[src/rtl/itch_msg_tx.sv]
// rtl/itch_msg_tx.sv - ITCH message serializer: 3-byte header plus payload onto a byte stream
//
// Ports:
//   clk, rst                      clock, asynchronous active-high reset
//   hdr_valid/hdr_ready           header handshake carrying msg_type[7:0], msg_len[15:0]
//   pl_data/pl_valid/pl_ready     payload byte input stream
//   tx_data/tx_valid/tx_ready     serialized output byte stream (registered)
//   tx_last                       marks the final byte of a message
//   done                          one-cycle pulse after the final byte transfers
module itch_msg_tx (
    input  logic        clk,
    input  logic        rst,
    input  logic        hdr_valid,
    output logic        hdr_ready,
    input  logic [7:0]  msg_type,
    input  logic [15:0] msg_len,
    input  logic [7:0]  pl_data,
    input  logic        pl_valid,
    output logic        pl_ready,
    output logic [7:0]  tx_data,
    output logic        tx_valid,
    input  logic        tx_ready,
    output logic        tx_last,
    output logic        done
);

    typedef enum logic [2:0] {
        S_IDLE,
        S_LEN_HI,
        S_LEN_LO,
        S_PAYLOAD,
        S_DRAIN
    } state_t;

    state_t      r_state;
    logic [7:0]  r_tx_data;
    logic        r_tx_valid;
    logic        r_tx_last;
    logic        r_done;
    logic [15:0] r_len;
    logic [15:0] r_remaining;

    logic        w_load_ok;

    // The output register may take a new byte when it is empty or being drained this cycle.
    assign w_load_ok = !r_tx_valid || tx_ready;

    assign hdr_ready = (r_state == S_IDLE);
    assign pl_ready  = (r_state == S_PAYLOAD) && w_load_ok;

    assign tx_data   = r_tx_data;
    assign tx_valid  = r_tx_valid;
    assign tx_last   = r_tx_last;
    assign done      = r_done;

    always_ff @(posedge clk or posedge rst) begin
        if (rst) begin
            r_state     <= S_IDLE;
            r_tx_data   <= 8'h00;
            r_tx_valid  <= 1'b0;
            r_tx_last   <= 1'b0;
            r_done      <= 1'b0;
            r_len       <= 16'h0000;
            r_remaining <= 16'h0000;
        end else begin
            r_done <= 1'b0;
            case (r_state)
                S_IDLE: begin
                    // The type byte goes straight into the output register, so only the
                    // length needs a separate latch for the following two cycles.
                    if (hdr_valid) begin
                        r_len      <= msg_len;
                        r_tx_data  <= msg_type;
                        r_tx_valid <= 1'b1;
                        r_tx_last  <= 1'b0;
                        r_state    <= S_LEN_HI;
                    end
                end
                S_LEN_HI: begin
                    if (w_load_ok) begin
                        r_tx_data  <= r_len[15:8];
                        r_tx_valid <= 1'b1;
                        r_state    <= S_LEN_LO;
                    end
                end
                S_LEN_LO: begin
                    if (w_load_ok) begin
                        r_tx_data   <= r_len[7:0];
                        r_tx_valid  <= 1'b1;
                        r_remaining <= r_len;
                        if (r_len == 16'h0000) begin
                            r_tx_last <= 1'b1;
                            r_state   <= S_DRAIN;
                        end else begin
                            r_state   <= S_PAYLOAD;
                        end
                    end
                end
                S_PAYLOAD: begin
                    if (w_load_ok) begin
                        if (pl_valid) begin
                            r_tx_data   <= pl_data;
                            r_tx_valid  <= 1'b1;
                            r_remaining <= r_remaining - 16'd1;
                            if (r_remaining == 16'd1) begin
                                r_tx_last <= 1'b1;
                                r_state   <= S_DRAIN;
                            end
                        end else begin
                            // No payload available: emit a bubble rather than stall the pipe.
                            r_tx_valid <= 1'b0;
                        end
                    end
                end
                S_DRAIN: begin
                    // The final byte sits in the output register until it transfers.
                    if (tx_ready) begin
                        r_tx_valid <= 1'b0;
                        r_tx_last  <= 1'b0;
                        r_done     <= 1'b1;
                        r_state    <= S_IDLE;
                    end
                end
                default: begin
                    r_state <= S_IDLE;
                end
            endcase
        end
    end

endmodule

[config.mk]
export PLATFORM = sky130hd
export DESIGN_NAME = itch_msg_tx
export DESIGN_NICKNAME = d
export VERILOG_FILES = /design/src/rtl/itch_msg_tx.sv
export SDC_FILE = /design/constraint.sdc
export NUM_CORES = 1
export LEC_CHECK = 0
export CAP_MARGIN = 10
export CORE_ASPECT_RATIO = 1.2
export CORE_MARGIN = 2
export CORE_UTILIZATION = 50
export CTS_BUF_LIST = sky130_fd_sc_hd__clkbuf_4 sky130_fd_sc_hd__clkbuf_8 sky130_fd_sc_hd__clkbuf_16
export DETAILED_ROUTE_END_ITERATION = 8
export DONT_BUFFER_PORTS = 1
export PLACE_DENSITY = 0.67
export SYNTH_ARGS = -nofsm -noshare
export SYNTH_HDL_FRONTEND = slang
export SYNTH_SLANG_ARGS = --single-unit
export TNS_END_PERCENT = 100
[constraint.sdc]
create_clock -name clk -period 2.8 [get_ports clk]
set_input_delay 0.56 -clock clk [delete_from_list [all_inputs] [get_ports clk]]
set_output_delay 0.56 -clock clk [all_outputs]
set_load 0.05 [all_outputs]
==> results of run 1 <==
worst max-delay path, cell delays in order (launching register included):
cell,delay [ns]
dfrtp_1,0.44
inv_1,0.10
ha_1,0.20
or3b_1,0.45
or4_1,0.46
nor4_1,0.25
nor3_1,0.09
cell usage in the layout (no fill, tap or decap), types with 5 or more instances in the layout:
master | netlist | final
dfrtp_1 | 46 | 46
nand2_1 | 20 | 20
o21ai_0 | 18 | 18
nor2_1 | 17 | 17
mux2_2 | 16 | 16
a21oi_1 | 15 | 15
buf_4 | 0 | 13
a2bb2oi_1 | 11 | 11
o22ai_1 | 10 | 10
nor4_1 | 10 | 10
mux2i_1 | 8 | 8
nor3_1 | 7 | 6
nand3b_1 | 5 | 5
clkbuf_8 | 0 | 5
power groups by stage:
stage	registers (mW)	logic [mW]	clock network (mW)
final	1.28	0.545	0.420
after global routing	1.32	0.611	0.459
after CTS	1.27	0.549	0.436
after detailed placement	1.28	0.546	0
after global placement	1.28	0.531	0
after floorplan	1.17	0.443	0
registers in the layout (all words and copies together) (netlist names):
register,count
done,1
r_len,16
r_remaining,16
r_state,3
tx_data,8
tx_last,1
tx_valid,1
logic make-up (layout without fill, tap and decap cells):
kind of cell | count (synthesis) | after routing | synth area share
AOI/OAI and AO/OA | 84 | 84 | 0.216
and+or+nand+nor | 96 | 96 | 0.203
buffers and inverters | 23 | 26 | 0.0343
adders and majority gates | 2 | 2 | 0.00953
DFF | 46 | 46 | 0.438
muxes | 24 | 24 | 0.0991
stage by stage:
| step | worst slack (ns) | cell area (um2) | util | hold slack, ns | total power [mW] |
|---|---|---|---|---|---|
| after detailed placement | 0.726 | 2730 | 0.545 | 0.519 | 1.83 |
| final | 0.703 | 2830 | 0.564 | 0.341 | 2.25 |
| after CTS | 0.709 | 2830 | 0.564 | 0.347 | 2.26 |
| after global placement | 0.754 | 2730 | 0.545 | 0.536 | 1.81 |
| after floorplan | 0.0388 | 2630 | - | 0.488 | 1.61 |
| after global routing | 0.568 | 2830 | 0.564 | 0.355 | 2.39 |
Yosys cell counts (all sizes together), types with 3 or more instances:
cell type / count
a211oi: 4
nor3: 7
inv: 5
nand3b: 5
and2: 4
nor4: 11
mux2: 16
nor2b: 4
mux2i: 8
o22ai: 10
o31ai: 3
o21ai: 18
nor2: 17
nand2: 20
a21oi: 15
or4: 3
a2bb2oi: 11
o211ai: 3
o22a: 3
nand2b: 4
dfrtp: 46
clkbuf: 13
buf: 5
and3: 3
nand3: 4
or3: 5
routing by layer:
layer	vias up	share of wire	track usage
li1	1051	-	-
met1	1076	0.45	0.295
met2	72	0.48	0.365
met3	14	0.045	0.0376
met4	0	0.020	0.0734
met5	-	0	0
worst max-delay path by stage:
stage                          startpoint                          end  slack [ns]  depth (start not counted)
6_report       r_remaining[0]$_DFFE_PP0P_  r_remaining[14]$_DFFE_PP0P_        0.70                          6
5_1_grt        r_remaining[0]$_DFFE_PP0P_  r_remaining[14]$_DFFE_PP0P_        0.57                          6
3_5_place_dp   r_remaining[0]$_DFFE_PP0P_  r_remaining[14]$_DFFE_PP0P_        0.73                          6
4_1_cts        r_remaining[0]$_DFFE_PP0P_  r_remaining[14]$_DFFE_PP0P_        0.71                          6
3_3_place_gp   r_remaining[0]$_DFFE_PP0P_  r_remaining[14]$_DFFE_PP0P_        0.75                          6
2_1_floorplan      r_state[0]$_DFFE_PP0P_         r_len[0]$_DFFE_PP0P_        0.04                          5
final cells by class:
cell class              count  area [um2]
clock buffers               5        68.8
multi-input cells         206        1390
clock inverters             3        23.8
well taps                  60        75.1
flip-flops and latches     46        1150
inverters                   5        18.8
fillers                   436        2180
repair buffers             13        97.6
==> results.txt, run 1 <==
* Final routed DRC violation total: 0
- Switching Share: 0.387
- Number of antenna violations at the first check in global routing: 0
* Data required time at the worst endpoint: 2.98 ns
- Entering global routing, the biggest net connects 47 pins.
- RR Endpoint: r_remaining[14]$_DFFE_PP0P_
* Yosys reg bits: 46
- Critical Path Sink Type: register
* Number of rows in the core area: 28
- At the later pin of the worst-skew pair, clock insertion delay measures 0.31 ns.
- Port bufs: 0
- The worst register-to-register path has a depth of 6.
* Reg2reg setup slack: 0.70 ns
- Classification of the worst setup path: register to register
* Buffer count from post-CTS setup fixing: 0
- Total I/O pin count: 50
* First DRT Iteration DRCs: 115
- Dividing the detail-routed via count by the number of cells gives 6.55.
* Leakage: 1.17 nW
- Most used flip-flop cell after synthesis: dfrtp_1
* TritonCTS Sinks: 46
- Pint: 1.38 mW
- Wire length of the first global-routing pass: 10.4 mm
- Worst Path Arrival: 2.28 ns
* Per-instance average area after synthesis: 9.55 um2
- Placed cells: 330
- Of all flip-flops after synthesis, the portion carrying an async set or reset was 1.00.
* Total wire length: 6.17 mm
- In this run the power density over the cells is 795 nW/um2.
- Root Buffer Master: clkbuf_8
* Floorplan die area: 5850 um2
- After legalization and detailed placement, the total HPWL measured 4.45 mm.
- Global routing finished with a remaining overflow of 0.
- The number of gates resized after CTS was 0.
* Mapped Cells: 275
- Final Hold Viols: 0
- The final number of max-transition violations came to 0.
* Final critical-path share of the clock period: 0.749
- Yosys mapped a number of flops with a built-in enable equal to 0.
* Longest Clk Path Bufs: 2
- Along the worst path, the maximum fanout reaches 6.
- At the pin with the least slew margin, the transition time is 0.960 ns.
- After synthesis the cells add up to 2630 um2.
* Routability-driven placement congestion ratio: 0.898
- For this configuration, the core starts out at a cell density of 0.524.
- For the final database, setup skew stands at 0.0108 ns.
- The first detailed-routing pass took 4 iterations.
* Post-Route Setup TNS: 0 ns
- Die boundary height: 83.4 um
- Combinational cell fraction of total power: 0.243
* Setup-failing EPs final: 0
- Setup repair after global routing missed its margin: no
* Number of clock buffers inserted by TritonCTS: 5
- The share of synthesized area in the top cell type comes to 0.438.
* Largest cells by area after synthesis: dfrtp_1, mux2_2, a2bb2oi_1
* Nets in the synthesized netlist: 314
* Antenna Cells: 0
- Excluding fillers, the count of instances in the completed layout stands at 338.
- Wire per inst: 18.3 um
- Die width: 70.2 um
* Net switching power: 869 uW
* Post-layout minimum cycle time: 2.10 ns
- Worst-path clk slew: 0.10 ns
* Maximum resistive drop on vdd: 0.000540 V
* Final Net Count: 316
* Fraction of final layout cells sized beyond drive strength 1: 0.151
- Hold Crit Class: input pin to asynchronous set/reset pin
- After synthesis, the netlist uses 50 different library cells.
- The floorplan step defined a core boundary enclosing 5010 um2.
- Post-CTS Hold Buffers: 0
- Static timing analysis puts the maximum clock frequency at 477 MHz.
* Via count of the first global-routing pass: 2128
* Area Growth Syn to Fin: 7.58%
- Once detail routing completed, the nets flagged for antenna violations numbered 0.
* Proportion of power drawn by flip-flops and latches: 0.571
- In this run the critical register-to-register path is launched from r_remaining[0]$_DFFE_PP0P_.
- Vias: 2213
* Cell type with the highest aggregate area in the netlist: dfrtp_1
- Maximum capacitance violations: 0
- For this run, the register share of the synthesized area comes to 0.438.
- H-tree levels: 2
* Warnings, synthesis: 0
* Kind of start point of the critical path: register
- CTS tree: built
* Headroom to the max-slew limit: 0.359
* Outcome: finished clean
* All-Layer GR Usage: 0.222
- The share of total power dissipated in the clock network is 0.187.
Power figures use the tool's default switching activity.
==> run 2, diff against run 1 <==
- PLACE_DENSITY: 0.67 -> 0.7
- clock period: 2.8 -> 1.8 ns (I/O delays scaled with it)
==> run 2 against run 1 <==
Compared with the run above: wire length is 11% higher; first-iteration DRC count is 27% higher; die area stayed put; clock power is 90% higher; sequential share of layout area is 5.2 points lower; largest power group unchanged; largest cell class unchanged; combinational power grew to 2.6 times the previous value; total power is 83% higher; the run now ends with setup timing left.
==> results.txt, run 2 (synthesis gave the netlist of run 1 again) <==
- Outcome: complete, but fails checks
- The checks that failed: setup timing.
- The insertion delay to the later sink of the worst-skew pair was 0.30 ns (about the same).
- Die boundary height: 83.4 um (unchanged)
- The data arrival time of the critical path is 2.11 ns (-0.17 ns).
- The endpoint required time on the critical path came to 2.05 ns (-0.93 ns).
- Maximum single-stage delay on the critical path: 0.54 ns (+0.08 ns)
* Worst Path Max Fanout: 3 (-3)
* Post-layout minimum cycle time: 1.87 ns (-0.228 ns)
* Final routed DRC violation total: 0 (unchanged)
- The final worst-path cycle share was 1.04 (+0.290).
- The worst setup timing slack at the placement stage was -0.0655 ns (-0.792 ns).
- The total global-route track usage is 0.246 (+0.0246).
- The hold slack was 0.152 ns (-0.189 ns).
- Setup repair after global routing could not meet its margin everywhere.
* Port bufs: 0 (unchanged)
* H-tree levels: 2 (unchanged)
- The filler-free cell count of the finished design was 369 (+9.2%).
* Most common cell after layout, fill and taps aside: dfrtp_1
- The die span in x was 70.2 um (unchanged).
- Placed cells: 358 (+8.5%)
- Leakage: 1.39 nW (+20%)
- In this run the worst hold path is classified as input pin to register.
- Largest clock skew in the final design: 0.00793 ns (-0.00283 ns)
- Wire length of the first global-routing pass: 11.6 mm (+12%)
* Routability-driven placement congestion ratio: 0.885 (-1.4%)
- The maximum number of pins on one net before global-route repair came to 47 (unchanged).
* Area Growth Syn to Fin: 23.4%
* Floorplan die area: 5850 um2 (unchanged)
- The final number of max-transition violations is 0 (unchanged).
- The clock slew at the register clock pins of the worst setup and hold paths was 0.09 ns (about the same).
- Post-DP HPWL: 5.07 mm (+14%)
- Worst path slowest cell: or4_4
- Kind of start point of the critical path: register
* R2r worst-path depth: 4 (-2)
* TritonCTS Sinks: 46 (unchanged)
- First DRT Iteration DRCs: 146 (+27%)
* Setup-failing EPs final: 3 (+3)
- Fraction of final layout cells sized beyond drive strength 1: 0.282 (+0.130)
- The per-cell routed wire length came to 18.6 um (+1.9%).
- Most frequent cells in the layout: dfrtp_1, buf_4, nand2_1
- Longest Clk Path Bufs: 2 (unchanged)
- Via count of the first global-routing pass: 2334 (+9.7%)
- Area inside the core boundary: 5010 um2 (unchanged)
- Number of rows in the core area: 28 (unchanged)
- The sum of routed wire length over all layers was 6.86 mm (+11%).
- The worst relative slew slack is 0.659 (+0.300).
- Final Hold Viols: 0 (unchanged)
- Number of iterations in the first detailed-routing pass: 4 (unchanged)
- The critical path in this run is classified as register to register.
- Maximum capacitance violations: 0 (unchanged)
- Final antenna-violating net count: 0 (unchanged)
- Vias: 2298 (+3.8%)
- Critical Path Sink Type: register
* Root Buffer Master: clkbuf_8
* Number of antenna violations at the first check in global routing: 0 (unchanged)
- Tightest Pin Transition: 0.509 ns (-0.451 ns)
* Total power density per cell area: 1270 nW/um2 (+59%)
- The remaining global-route overflow is 0 (unchanged).
- The maximum operating frequency is 535 MHz (+12%).
- The final net count came to 347 (+9.8%).
- The maximum VDD drop is 0.000655 V (+21%).
- The post-route total power was 4.10 mW (+83%).
- The signal on the critical path passes through or4_4, or3_4, or4b_1, nand3_1.
* Number of cells on the worst hold path: 1
* CTS tree: built
* Total I/O pin count: 50 (unchanged)
* Final setup margin: -0.0697 ns (-0.772 ns)
- The via count normalized by instance count came to 6.23 (-4.9%).
* Starting density of the core: 0.524 (unchanged)
- Number of clock buffers inserted by TritonCTS: 5 (unchanged)
- The final antenna diode count is 0 (unchanged).
-- run 2: final cells by class --
cell class,count,area [um2]
Tap cell,60,75.1
Clock buffer,5,68.8
Sequential cell,46,1150
Multi-Input combinational cell,206,1500
Inverter,5,18.8
Fill cell,412,1770
Timing Repair Buffer,44,387
Clock inverter,3,43.8
-- run 2: layer usage --
metal | up-vias | GRT usage | share of wire
li1 | 1113 | - | -
met1 | 1122 | 0.309 | 0.43
met2 | 57 | 0.441 | 0.52
met3 | 6 | 0.0425 | 0.041
met4 | 0 | 0.0507 | 0.0087
met5 | - | 0 | 0
-- run 2: where the power goes --
| group | internal [mW] | switching (mW) | total, mW |
|---|---|---|---|
| combinational | 0.809 | 0.620 | 1.43 |
| sequential | 1.39 | 0.486 | 1.88 |
| clock | 0.417 | 0.379 | 0.796 |
-- run 2: metrics by stage --
stage	setup TNS, ns	cell area (um2)	utilization
5_1_grt	-0.314	3240	0.647
6_report	-0.131	3240	0.647
4_1_cts	-0.176	3180	0.635
3_5_place_dp	-0.131	3050	0.608
3_3_place_gp	-0.0271	3050	0.608
2_1_floorplan	-0.656	2720	-
-- run 2: worst paths after layout --
check                                             from                           to  slack (ns)
setup / recovery           r_remaining[10]$_DFFE_PP0P_  r_remaining[13]$_DFFE_PP0P_       -0.07
hold / removal                                tx_ready         tx_valid$_DFFE_PP0P_        0.15
setup reg to reg           r_remaining[10]$_DFFE_PP0P_  r_remaining[13]$_DFFE_PP0P_       -0.07
hold reg to reg             r_remaining[6]$_DFFE_PP0P_   r_remaining[6]$_DFFE_PP0P_        0.58
max in group asynchronous                          rst         tx_valid$_DFFE_PP0P_        1.03
min in group asynchronous                          rst       tx_data[1]$_DFFE_PP0P_        0.54
-- run 2: repair_timing --
| action | CTS | global route |
|---|---|---|
| pin swaps | 1 | 5 |
| setup buffers | 1 | 1 |
| hold buffers | 1 | 0 |
| hold endpoints to repair | 46 | 0 |
| gates resized for setup | 1 | 12 |
| endpoints found under the setup margin | 5 | 10 |
-- run 2: worst max-delay path: cells and delay by family (launching register included) --
kind	cells	cell delay (ns)
simple gates	4	1.44
flops	1	0.39
